[src/rtl/counter_timer_arb.sv]
// Round-robin arbiter that lends one external loadable up-counter to two
// requesters as an interval timer, pulsing done to the owner at terminal count.
module counter_timer_arb #(
  parameter int CW = 4
) (
  input  logic          clk,
  input  logic          rst,
  input  logic          req0,
  input  logic [CW-1:0] len0,
  input  logic          req1,
  input  logic [CW-1:0] len1,
  output logic          gnt0,
  output logic          gnt1,
  output logic          done0,
  output logic          done1,
  output logic          busy,
  output logic          cnt_load,
  output logic [CW-1:0] cnt_a,
  input  logic [CW-1:0] cnt_count
);

  typedef enum logic [1:0] {
    IDLE,
    LOAD,
    RUN,
    DONE
  } state_t;

  state_t        state, state_next;
  logic          gnt0_next, gnt1_next;
  logic          done0_next, done1_next;
  logic [CW-1:0] len_q, len_next;
  logic          rr, rr_next;
  logic          abort;

  // rr names the requester favoured when both ask in the same IDLE cycle.
  assign abort = (gnt0 && !req0) || (gnt1 && !req1);
  assign busy  = (state != IDLE);

  // NOTE: every variable written here gets a default first so no latch is inferred.
  always_comb begin
    state_next = state;
    gnt0_next  = gnt0;
    gnt1_next  = gnt1;
    done0_next = 1'b0;
    done1_next = 1'b0;
    len_next   = len_q;
    rr_next    = rr;
    cnt_load   = 1'b0;
    cnt_a      = '0;

    unique case (state)
      IDLE: begin
        if (req0 && (!req1 || !rr)) begin
          gnt0_next  = 1'b1;
          len_next   = len0;
          state_next = LOAD;
        end else if (req1) begin
          gnt1_next  = 1'b1;
          len_next   = len1;
          state_next = LOAD;
        end
      end
      LOAD: begin
        // Loading -L makes the counter reach all-ones after exactly L counts.
        cnt_load   = 1'b1;
        cnt_a      = '0 - len_q;
        state_next = RUN;
      end
      RUN: begin
        if (cnt_count == '1) begin
          done0_next = gnt0;
          done1_next = gnt1;
          state_next = DONE;
        end else if (abort) begin
          gnt0_next  = 1'b0;
          gnt1_next  = 1'b0;
          rr_next    = gnt0;
          state_next = IDLE;
        end
      end
      DONE: begin
        gnt0_next  = 1'b0;
        gnt1_next  = 1'b0;
        rr_next    = gnt0;
        state_next = IDLE;
      end
      default: state_next = IDLE;
    endcase
  end

  // NOTE: sequential state uses non-blocking assignments so every register samples pre-edge values.
  always_ff @(posedge clk) begin
    if (rst) begin
      state <= IDLE;
      gnt0  <= 1'b0;
      gnt1  <= 1'b0;
      done0 <= 1'b0;
      done1 <= 1'b0;
      len_q <= '0;
      rr    <= 1'b0;
    end else begin
      state <= state_next;
      gnt0  <= gnt0_next;
      gnt1  <= gnt1_next;
      done0 <= done0_next;
      done1 <= done1_next;
      len_q <= len_next;
      rr    <= rr_next;
    end
  end

endmodule

[config.mk]
export PLATFORM = sky130hd
export DESIGN_NAME = counter_timer_arb
export DESIGN_NICKNAME = d
export VERILOG_FILES = /design/src/rtl/counter_timer_arb.sv
export SDC_FILE = /design/constraint.sdc
export NUM_CORES = 1
export LEC_CHECK = 0
export ABC_AREA = 1
export BUFFER_PORTS_ARGS = -buffer_cell sky130_fd_sc_hd__buf_2
export CAP_MARGIN = 20
export CORE_MARGIN = 10
export CORE_UTILIZATION = 30
export CTS_CLUSTER_SIZE = 25
export DETAILED_ROUTE_END_ITERATION = 10
export GPL_ROUTABILITY_DRIVEN = 0
export PLACE_DENSITY_LB_ADDON = 0.2
export SYNTH_ARGS = -nofsm -noshare
export SYNTH_HDL_FRONTEND = slang
export SYNTH_SLANG_ARGS = --single-unit
[constraint.sdc]
create_clock -name clk -period 1.2 [get_ports clk]
set_input_delay 0 -clock clk [delete_from_list [all_inputs] [get_ports clk]]
set_output_delay 0 -clock clk [all_outputs]
set_load 0.02 [all_outputs]
==> results.md <==
Run status:
- The run finished with clean final reports.

Timing:
- The fmax is 0.839 GHz.
- The ratio of final minimum period to clock period is 99.3%.
- On the final layout, the worst clock skew is 0.00722 ns.
- The final critical-path setup slack is 0.00786 ns.
- Measured against its own limit, the worst slew margin works out to 85.5%.
- Setup repair after global routing could not meet its margin everywhere.
- The final-report hold violation count is 0.
- The final critical-path required period is 1.19 ns.
- The setup-violating endpoint count in the final report is 0.
- Hold is met by 0.0481 ns.
- The final number of max-transition violations is 0.
- The transition time of the tightest slew-check pin is 0.217 ns.

Clock tree:
- The cell sitting at the root of the clock tree is a clkbuf_4.
- The depth of the CTS H-tree is 1.
- Clock tree synthesis inserted a total of 3 buffers.
- TritonCTS built the clock tree.
- For the worst-skew pair, the clock arrives at the later sink with an insertion delay of 0.27 ns.
- The clock passes through at most 2 buffers.
- Counting every sink on the clock net gives 11.
- After clock tree synthesis, the clock-pin slew on the worst setup and hold paths is 0.07 ns.

Routing:
- Using the TritonRoute via totals, the vias-per-cell ratio works out to 4.46.
- Before antenna repair, the detailed router went through 4 iterations.
- The routed via count is 683.
- After detailed routing, the average wire length per cell comes to 11.3 um.
- In this run the remaining antenna-violating nets after routing total 0.
- The first routing iteration left 16 violations.
- For this run, design rule violations remaining after detail routing come to 0.
- The total wirelength of the detailed-routed design is 1.74 mm.

Logic synthesis:
- By instance count, the leading cell after synthesis is nand2_1.
- In this run, synthesis inferred 0 flip-flops with an integrated enable.
- The number of warnings issued by yosys is 0.
- The number of nets handed over by synthesis was 106.
- The number of distinct library cells after synthesis is 23.
- The number of instances in the synthesized netlist is 89.
- The share of flip-flops with an asynchronous set or reset is 0%.
- The most used flip-flop cell after synthesis is dfxtp_1.
- The area share of the largest cell type after synthesis is 35.1%.
- After synthesis the cells add up to 627 um^2.
- Sequential cells were found to cover 35.1% of the synthesized design area.
- Ranked by total cell area, the synthesized netlist is headed by dfxtp_1 (35%), nand2_1 (10%), inv_1 (7.2%).
- The mean post-synth cell area is 7.04 um^2.
- The flip-flop and latch count after synthesis is 11.
- The cell accounting for the most synthesized area is dfxtp_1.
- By count the netlist is led by nand2_1 (17), inv_1 (12), dfxtp_1 (11).

Cells and area:
- The core utilization of the finished layout is 48.6%.
- Across the whole layout, storage elements account for 234 um^2.
- The net count of the finished layout is 144.
- The footprint of the multi-input gates is 394 um^2.
- The filler cell count in the final layout is 202.
- Compared with the post-synthesis result, the final layout area differs by 53.7%.
- In the final layout, the share of cells above drive strength 1 is 51.6%.
- The antenna diode count is 0.

Floorplan:
- The die covers 0.00432 mm^2.
- 26 I/O pins were placed.
- Once the floorplan was initialized, standard cells occupied 31.6% of the core.
- The number of standard-cell rows in the floorplan is 16.
- From left edge to right edge, the die measures 65.7 um.
- The floorplan core area is 0.00198 mm^2.
- In this run the vertical extent of the chip is 65.7 um.

Worst setup path:
- The worst setup path is launched from a flop.
- The arrival time of data at the critical path endpoint is 1.19 ns.
- The highest net fanout along the worst path is 3.
- The critical path in this run is classified as reg -> out.
- At the worst endpoint, the required time is 1.20 ns.
- The worst setup path is captured at a primary output.

Power:
- Dividing total power by cell area gives a power density of 1680 mW/mm^2.
- The largest vdd supply drop is 653 uV.
- The leakage power summed over all cells is 0.464 nW.

Global routing:
- The wire length of the first global-routing pass is 2.75 mm.
- The largest net degree at the start of global routing is 8.
- The initial antenna violation count is 0.
- The global routing met2 resource utilization is 11.8%.
- The met1 demand-to-capacity share in global routing is 8.73%.
- met2 is the most crowded layer.
- The routing usage on met3 is 4.24%.
- Global routing finished with a remaining overflow of 0.
- The number of global-route vias before repair was 656.
- The total routing usage reported by global routing is 8.13%.

Place:
- Detailed placement finished with a half-perimeter wire length of 1.39 mm.
- The count of port buffers added during placement is 25.
- OpenSTA, run right after detailed placement, puts the worst setup slack at 0.0801 ns.

Worst hold path:
- In this run the worst hold path is classified as in -> reg.

Job:
- The max capacitance violation total is 0.
## critical path, cell delays in order, from the launching register on
cell     delay, ns
dfxtp_4       0.37
inv_4         0.05
ha_4          0.25
inv_2         0.03
nor2_2        0.11
buf_6         0.12
## placed cells by master, fill, tap and decap left out, types with 2 or more instances in the layout
cell type      instances
inv_2                  6
inv_4                  2
nand2_1               16
a21oi_1                3
clkbuf_4               3
buf_6                  3
nor2_1                 9
buf_2                 23
or2_1                  2
a21oi_2                4
nand3_1                2
buf_4                  4
o21ai_1                5
nor2_4                 2
dfxtp_1                6
dfxtp_2                2
inv_1                  7
nand3_2                2
dlygate4sd3_1          3
nor3_1                 3
nand2_2                3
dfxtp_4                3
## cell families (layout without fill, tap and decap cells)
kind of cell	after synthesis	after routing	share of synthesized area [%]
and+or+nand+nor	44	44	35.1
AOI/OAI and AO/OA	17	17	18.0
buffers and inverters	16	53	9.78
DFF	11	11	35.1
adders and majority gates	1	1	2.00
## path summary, 6_finish.rpt
check        slack, ns  cells after the start  startpoint        to
max reg2reg       0.08                      6    state[1]  len_q[3]
max              0.008                      5    len_q[1]  cnt_a[1]
min reg2reg       0.51                      2        gnt1      gnt1
min               0.05                      3     len1[2]  len_q[2]
## layer usage
layer / routed length, um / vias up
li1: - / 359
met3: 143 / 4
met2: 802 / 18
met4: 26 / 0
met5: 0 / -
met1: 762 / 302
## stage by stage
step | setup TNS (ns) | instances | instance area [um^2] | power (mW)
after floorplan | 0 | 89 | 631 | 0.976
after CTS | 0 | 151 | 886 | 1.50
final | 0 | 153 | 963 | 1.62
after global placement | 0 | 143 | 805 | 1.18
after detailed placement | 0 | 143 | 805 | 1.19
after global routing | -0.0901 | 153 | 963 | 1.76
## registers in the layout, summed over array words and instances (netlist names)
register,cells
done0,1
done1,1
gnt0,1
gnt1,1
len_q,4
rr,1
state,2
## area by class of cell
type / instances / area share, %
Multi-Input combinational cell: 62 / 40.9
Tap cell: 27 / 3.51
Clock buffer: 4 / 2.73
Timing Repair Buffer: 33 / 21.7
Sequential cell: 11 / 24.3
Inverter: 16 / 6.88
## where the power goes
part | total, mW | leakage (nW) | switching (mW) | internal (mW)
Sequential | 0.550 | 0.0932 | 0.0951 | 0.455
Clock | 0.252 | 0.0150 | 0.124 | 0.129
Combinational | 0.821 | 0.356 | 0.456 | 0.365
Total | 1.62 | 0.464 | 0.674 | 0.949
## timing repair
item,4_1_cts,5_1_grt
buffers inserted,1,2
resized for setup,11,19
hold endpoints to repair,6,0
endpoints found under the setup margin,5,5
hold buffers,3,0
pin swaps,1,3
No activity file was read; power rests on OpenSTA's default activity.
